File: src/rtl/vram_arbiter.sv
// ----------------------------------------------------------------------------
// vram_arbiter
//
// Single-port VRAM access scheduler. Three users share one synchronous SRAM:
//   - VGA scanout reads   : absolute priority, never stalled, 2-cycle latency
//   - entity/sprite writes: valid/ready handshake, round-robin with the clear
//   - frame-clear engine  : fills all DEPTH words with one colour
// Every SRAM control signal comes straight from a register, so the SRAM sees
// exactly one clean access per cycle.
//
// Ports
//   clk, w_rst_n                 clock, synchronous active-low reset
//   i_scan_req / i_scan_addr     scanout read request and address
//   o_scan_data / o_scan_valid   read data, valid 2 cycles after the grant
//   i_wr_valid/_addr/_data       entity write request
//   o_wr_ready                   entity write accepted this cycle (comb)
//   i_clear_start/_color         start pulse and fill colour for the clear
//   o_clear_busy / o_clear_done  fill in progress / one-cycle completion pulse
//   o_sram_addr/_we/_data        registered SRAM port
//   i_sram_data                  SRAM registered read data
// ----------------------------------------------------------------------------
module vram_arbiter #(
  parameter int ADDR_WIDTH = 19,
  parameter int DATA_WIDTH = 8,
  parameter int DEPTH      = 480000
) (
  input  logic                  clk,
  input  logic                  w_rst_n,
  input  logic                  i_scan_req,
  input  logic [ADDR_WIDTH-1:0] i_scan_addr,
  output logic [DATA_WIDTH-1:0] o_scan_data,
  output logic                  o_scan_valid,
  input  logic                  i_wr_valid,
  input  logic [ADDR_WIDTH-1:0] i_wr_addr,
  input  logic [DATA_WIDTH-1:0] i_wr_data,
  output logic                  o_wr_ready,
  input  logic                  i_clear_start,
  input  logic [DATA_WIDTH-1:0] i_clear_color,
  output logic                  o_clear_busy,
  output logic                  o_clear_done,
  output logic [ADDR_WIDTH-1:0] o_sram_addr,
  output logic                  o_sram_we,
  output logic [DATA_WIDTH-1:0] o_sram_data,
  input  logic [DATA_WIDTH-1:0] i_sram_data
);

  typedef enum logic [1:0] {
    S_IDLE,
    S_FILL,
    S_DONE
  } clr_state_t;

  // Identity of the writer granted most recently; used to break ties.
  typedef enum logic {
    RR_CLEAR  = 1'b0,
    RR_ENTITY = 1'b1
  } rr_t;

  localparam logic [ADDR_WIDTH-1:0] LAST_ADDR = ADDR_WIDTH'(DEPTH - 1);

  clr_state_t            state;
  clr_state_t            state_nxt;
  rr_t                   rr_last;
  logic [ADDR_WIDTH-1:0] clr_cnt;
  logic [DATA_WIDTH-1:0] clr_color;
  logic                  clear_busy;

  logic                  grant_scan;
  logic                  grant_wr;
  logic                  grant_clr;

  logic                  scan_p1;
  logic [DATA_WIDTH-1:0] scan_hold;

  // --------------------------------------------------------------------------
  // Arbitration (combinational, from the current inputs)
  // --------------------------------------------------------------------------
  // Entity readiness deliberately ignores i_wr_valid so the handshake has no
  // combinational loop through the requester.
  assign o_wr_ready = w_rst_n && !i_scan_req &&
                      (!clear_busy || (rr_last == RR_CLEAR));

  assign grant_scan = i_scan_req;
  assign grant_wr   = i_wr_valid && o_wr_ready;
  assign grant_clr  = !i_scan_req && clear_busy && !grant_wr;

  // --------------------------------------------------------------------------
  // Clear engine FSM: state register
  // --------------------------------------------------------------------------
  // NOTE: sequential state uses non-blocking assignments so every register
  // samples the pre-edge values, independent of block evaluation order.
  always_ff @(posedge clk) begin
    if (!w_rst_n) begin
      state <= S_IDLE;
    end else begin
      state <= state_nxt;
    end
  end

  // Clear engine FSM: next-state logic
  // NOTE: the default assignment first keeps this block free of inferred
  // latches when a branch does not mention state_nxt.
  always_comb begin
    state_nxt = state;
    unique case (state)
      S_IDLE: if (i_clear_start) state_nxt = S_FILL;
      S_FILL: if (grant_clr && (clr_cnt == LAST_ADDR)) state_nxt = S_DONE;
      S_DONE: state_nxt = S_IDLE;
      default: state_nxt = S_IDLE;
    endcase
  end

  // Clear engine FSM: outputs (Moore)
  always_comb begin
    clear_busy   = (state == S_FILL);
    o_clear_done = (state == S_DONE);
  end

  assign o_clear_busy = clear_busy;

  // Fill address counter and latched colour. Start is only honoured in IDLE,
  // so a second pulse during a fill cannot restart it or change the colour.
  always_ff @(posedge clk) begin
    if (!w_rst_n) begin
      clr_cnt   <= '0;
      clr_color <= '0;
    end else if ((state == S_IDLE) && i_clear_start) begin
      clr_cnt   <= '0;
      clr_color <= i_clear_color;
    end else if (grant_clr && (clr_cnt != LAST_ADDR)) begin
      clr_cnt <= clr_cnt + ADDR_WIDTH'(1);
    end
  end

  // Round-robin history: only writer grants move it, scan cycles do not.
  always_ff @(posedge clk) begin
    if (!w_rst_n) begin
      rr_last <= RR_CLEAR;
    end else if (grant_wr) begin
      rr_last <= RR_ENTITY;
    end else if (grant_clr) begin
      rr_last <= RR_CLEAR;
    end
  end

  // --------------------------------------------------------------------------
  // Registered SRAM port. Idle cycles drop WE but hold address and data.
  // --------------------------------------------------------------------------
  always_ff @(posedge clk) begin
    if (!w_rst_n) begin
      o_sram_addr <= '0;
      o_sram_we   <= 1'b0;
      o_sram_data <= '0;
    end else begin
      o_sram_we <= grant_wr || grant_clr;
      if (grant_scan) begin
        o_sram_addr <= i_scan_addr;
      end else if (grant_wr) begin
        o_sram_addr <= i_wr_addr;
        o_sram_data <= i_wr_data;
      end else if (grant_clr) begin
        o_sram_addr <= clr_cnt;
        o_sram_data <= clr_color;
      end
    end
  end

  // --------------------------------------------------------------------------
  // Scan return path. Grant in N -> address on the port in N+1 -> SRAM
  // output register presents the word in N+2, aligned with the second stage
  // of the valid shift. The last valid word is held between reads.
  // --------------------------------------------------------------------------
  always_ff @(posedge clk) begin
    if (!w_rst_n) begin
      scan_p1      <= 1'b0;
      o_scan_valid <= 1'b0;
      scan_hold    <= '0;
    end else begin
      scan_p1      <= grant_scan;
      o_scan_valid <= scan_p1;
      if (o_scan_valid) begin
        scan_hold <= i_sram_data;
      end
    end
  end

  assign o_scan_data = o_scan_valid ? i_sram_data : scan_hold;

endmodule

File: config.mk
export PLATFORM = sky130hd
export DESIGN_NAME = vram_arbiter
export DESIGN_NICKNAME = d
export VERILOG_FILES = /design/src/rtl/vram_arbiter.sv
export SDC_FILE = /design/constraint.sdc
export NUM_CORES = 1
export LEC_CHECK = 0
export CORE_ASPECT_RATIO = 0.75
export CORE_MARGIN = 5
export CORE_UTILIZATION = 46
export CTS_CLUSTER_SIZE = 25
export DETAILED_ROUTE_END_ITERATION = 8
export PLACE_DENSITY = 0.81
export SYNTH_ARGS = -nofsm -noshare
export SYNTH_HDL_FRONTEND = slang
export SYNTH_SLANG_ARGS = --single-unit
export TNS_END_PERCENT = 30
File: constraint.sdc
create_clock -name clk -period 2.5 [get_ports clk]
set_clock_uncertainty 0.1 [all_clocks]
set_input_delay 0.25 -clock clk [delete_from_list [all_inputs] [get_ports clk]]
set_output_delay 0.25 -clock clk [all_outputs]
set_load 0.005 [all_outputs]
==> metrics <==
power per standard cell area=572 mW/mm2; yosys warns=0; critical path class=reg2out; Nets=522; Cell Area, Placed=0.00429 mm2; Max Fclk=480 MHz; adder-cell share of the synthesized area=0.396%; most common cell in the netlist=dfxtp_1; final hold violation count=0; port bufs=106; CP max FO=9; Placeable Area=0.00673 mm2; status=finished, final reports clean; Commonest cells post-synth=68 x dfxtp_1, 61 x nand2_1, 27 x a21oi_1; RSZ-0062 raised after global routing=false; Post-Synthesis Cells=350; Clock Latency Late Sink=0.34 ns; I/O pin count=107; Synth Area in Compound Gates=18.7%; Pleak=1.69 nW; Seq/Total Area, Yosys=43.1%; simple logic cell fraction of the synthesized area=25.9%; die area=0.00865 mm2; fin. max-slew vios=0; largest family of logic cells by synthesized area=simple AND/OR/NAND/NOR gates; die extent in x=106 um; clock root buffer=clkbuf_8; crit start category=flop; Vias/cell=5.55; Routed WL per cell=16.4 um; Post-synth ARST share=0%; Arr. time, crit path=1.73 ns; proportion of synthesized area in mux cells=5.70%; multi-input logic area=0.00166 mm2; post-route setup TNS=0 ns; Num CTS Buffers=9; P&R area growth vs syn=42.8%; FF+latch area=0.00136 mm2; Filler Cell Count=533; DRT Pass-1 Iters=4; Synth top area share=43.1%; register bit count reported by yosys=68; largest net degree at the start of global routing=26; first-pass GRT wire length=14500 um; clock sinks=68; Tightest Pin Transition=0.572 ns; post-CTS setup buffers=0; Post-CTS Hold Fix Bufs=0; Synth area leaders=dfxtp_1 43%, nand2_1 7.2%, a221oi_1 5.3%; DP HPWL=6610 um; leading area contributor after synthesis=dfxtp_1; antenna violations before repair=0; Clock Pin Slew Worst Setup and Hold Paths=0.07 ns; EDFF count, synth=0; Distinct cells, synth=51; Total GRT Usage=21.1%; hold crit path type=reg2reg; max_cap viols=0; routability cong.=0.888; Detailed Route Iter0 Violations=254; H-tree levels=3; Post-Syn Area=0.00316 mm2; post-synthesis xor/xnor area fraction=1.94%; CTS max path bufs=2; wirelength, routed=8900 um; GR Overflow Total=0; Final Setup Violations=0; vias in the first global route=2824; Antenna Cells=0; Die Ht=81.8 um; minimum clock period=2.08 ns; TritonCTS clock tree=built; final instance area=0.00451 mm2; syn_nets=418; Tcrit/Tclk final=83.4%; # rows=26; Required @ worst endpoint=2.15 ns; worst setup margin=0.416 ns; CP Capture Type=output port; Core Util, Final=67.0%; layout cell share with drive strength beyond 1=12.0%; VDD IR-drop max=0.000387 V; vias=3013; dpl ws=0.193 ns; Main synth FF type=dfxtp_1; post-route ant nets=0; Max-slew headroom=61.6%; Initial Util=46.9%; syn_area_per_cell=9.03 um2; Residual DRC=0; Resized cells post-CTS=0
-- stage by stage --
stage,hold WS [ns],cells,power [mW]
2_1_floorplan,0.283,350,1.36
3_3_place_gp,0.316,527,1.59
3_5_place_dp,0.320,527,1.60
4_1_cts,0.337,543,2.61
5_1_grt,0.370,543,2.69
6_report,0.333,543,2.58
-- metal layers --
layer | vias to the layer above | global-route usage (%) | wire (um)
met5 | - | 0 | 0
met4 | 0 | 5.43 | 116
met3 | 8 | 5.58 | 814
met2 | 154 | 32.7 | 3970
met1 | 1398 | 29.4 | 4000
li1 | 1453 | - | -
-- worst max-delay path, stage by stage, from the launching register on --
cell	delay [ns]
dfxtp_1	0.55
mux2_2	0.40
clkdlybuf4s50_1	0.45
-- flip-flops by register name, summed over array words and instances (netlist names) --
name	flops
o_sram_we	1
clr_cnt	19
scan_hold	8
clr_color	8
rr_last	1
o_sram_data	8
o_scan_valid	1
o_sram_addr	19
state	2
scan_p1	1
-- cell usage in the layout (no fill, tap or decap), types with 3 or more instances in the layout --
cell,instances
a21oi_1,27
a221oi_1,19
a22o_1,8
a31o_2,6
and2_1,15
and3_2,3
buf_4,11
clkbuf_8,10
clkdlybuf4s50_1,106
clkinvlp_4,3
dfxtp_1,68
inv_1,4
mux2_2,8
mux2i_1,9
nand2_1,61
nand3_1,4
nand4_1,6
nor2_1,12
nor2b_1,21
o211a_1,8
o21ai_0,5
or3_1,3
xnor2_1,5
-- cell type report --
type                    count  area share, %
multi-input cells         254           36.9
flip-flops and latches     68           30.2
repair buffers            117           25.3
clock buffers              10           3.05
well taps                  84           2.33
clock inverters             6           1.94
inverters                   4          0.333
-- cell families (layout without fill, tap and decap cells) --
kind of cell,Yosys count,in the layout
simple gates,148,148
compound gates,81,81
flops,68,68
buf+inv,28,137
mux,17,17
xor+xnor,7,7
fa+ha+maj,1,1
-- final timing paths --
path                           start                       to  slack (ns)  cells after the start
max reg2reg  clr_cnt[9]$_SDFFE_PP0P_  clr_cnt[6]$_SDFFE_PP0P_        0.45                      5
min reg2reg       scan_p1$_SDFF_PN0_  o_scan_valid$_SDFF_PN0_        0.33                      1
max          o_scan_valid$_SDFF_PN0_           o_scan_data[3]        0.42                      2
min               scan_p1$_SDFF_PN0_  o_scan_valid$_SDFF_PN0_        0.33                      1
-- report_power, final --
group / total (mW) / switching [mW] / internal [mW]
Clock: 1.01 / 0.419 / 0.586
Sequential: 1.16 / 0.0290 / 1.13
Combinational: 0.413 / 0.164 / 0.249
No activity file was read; power rests on OpenSTA's default activity.
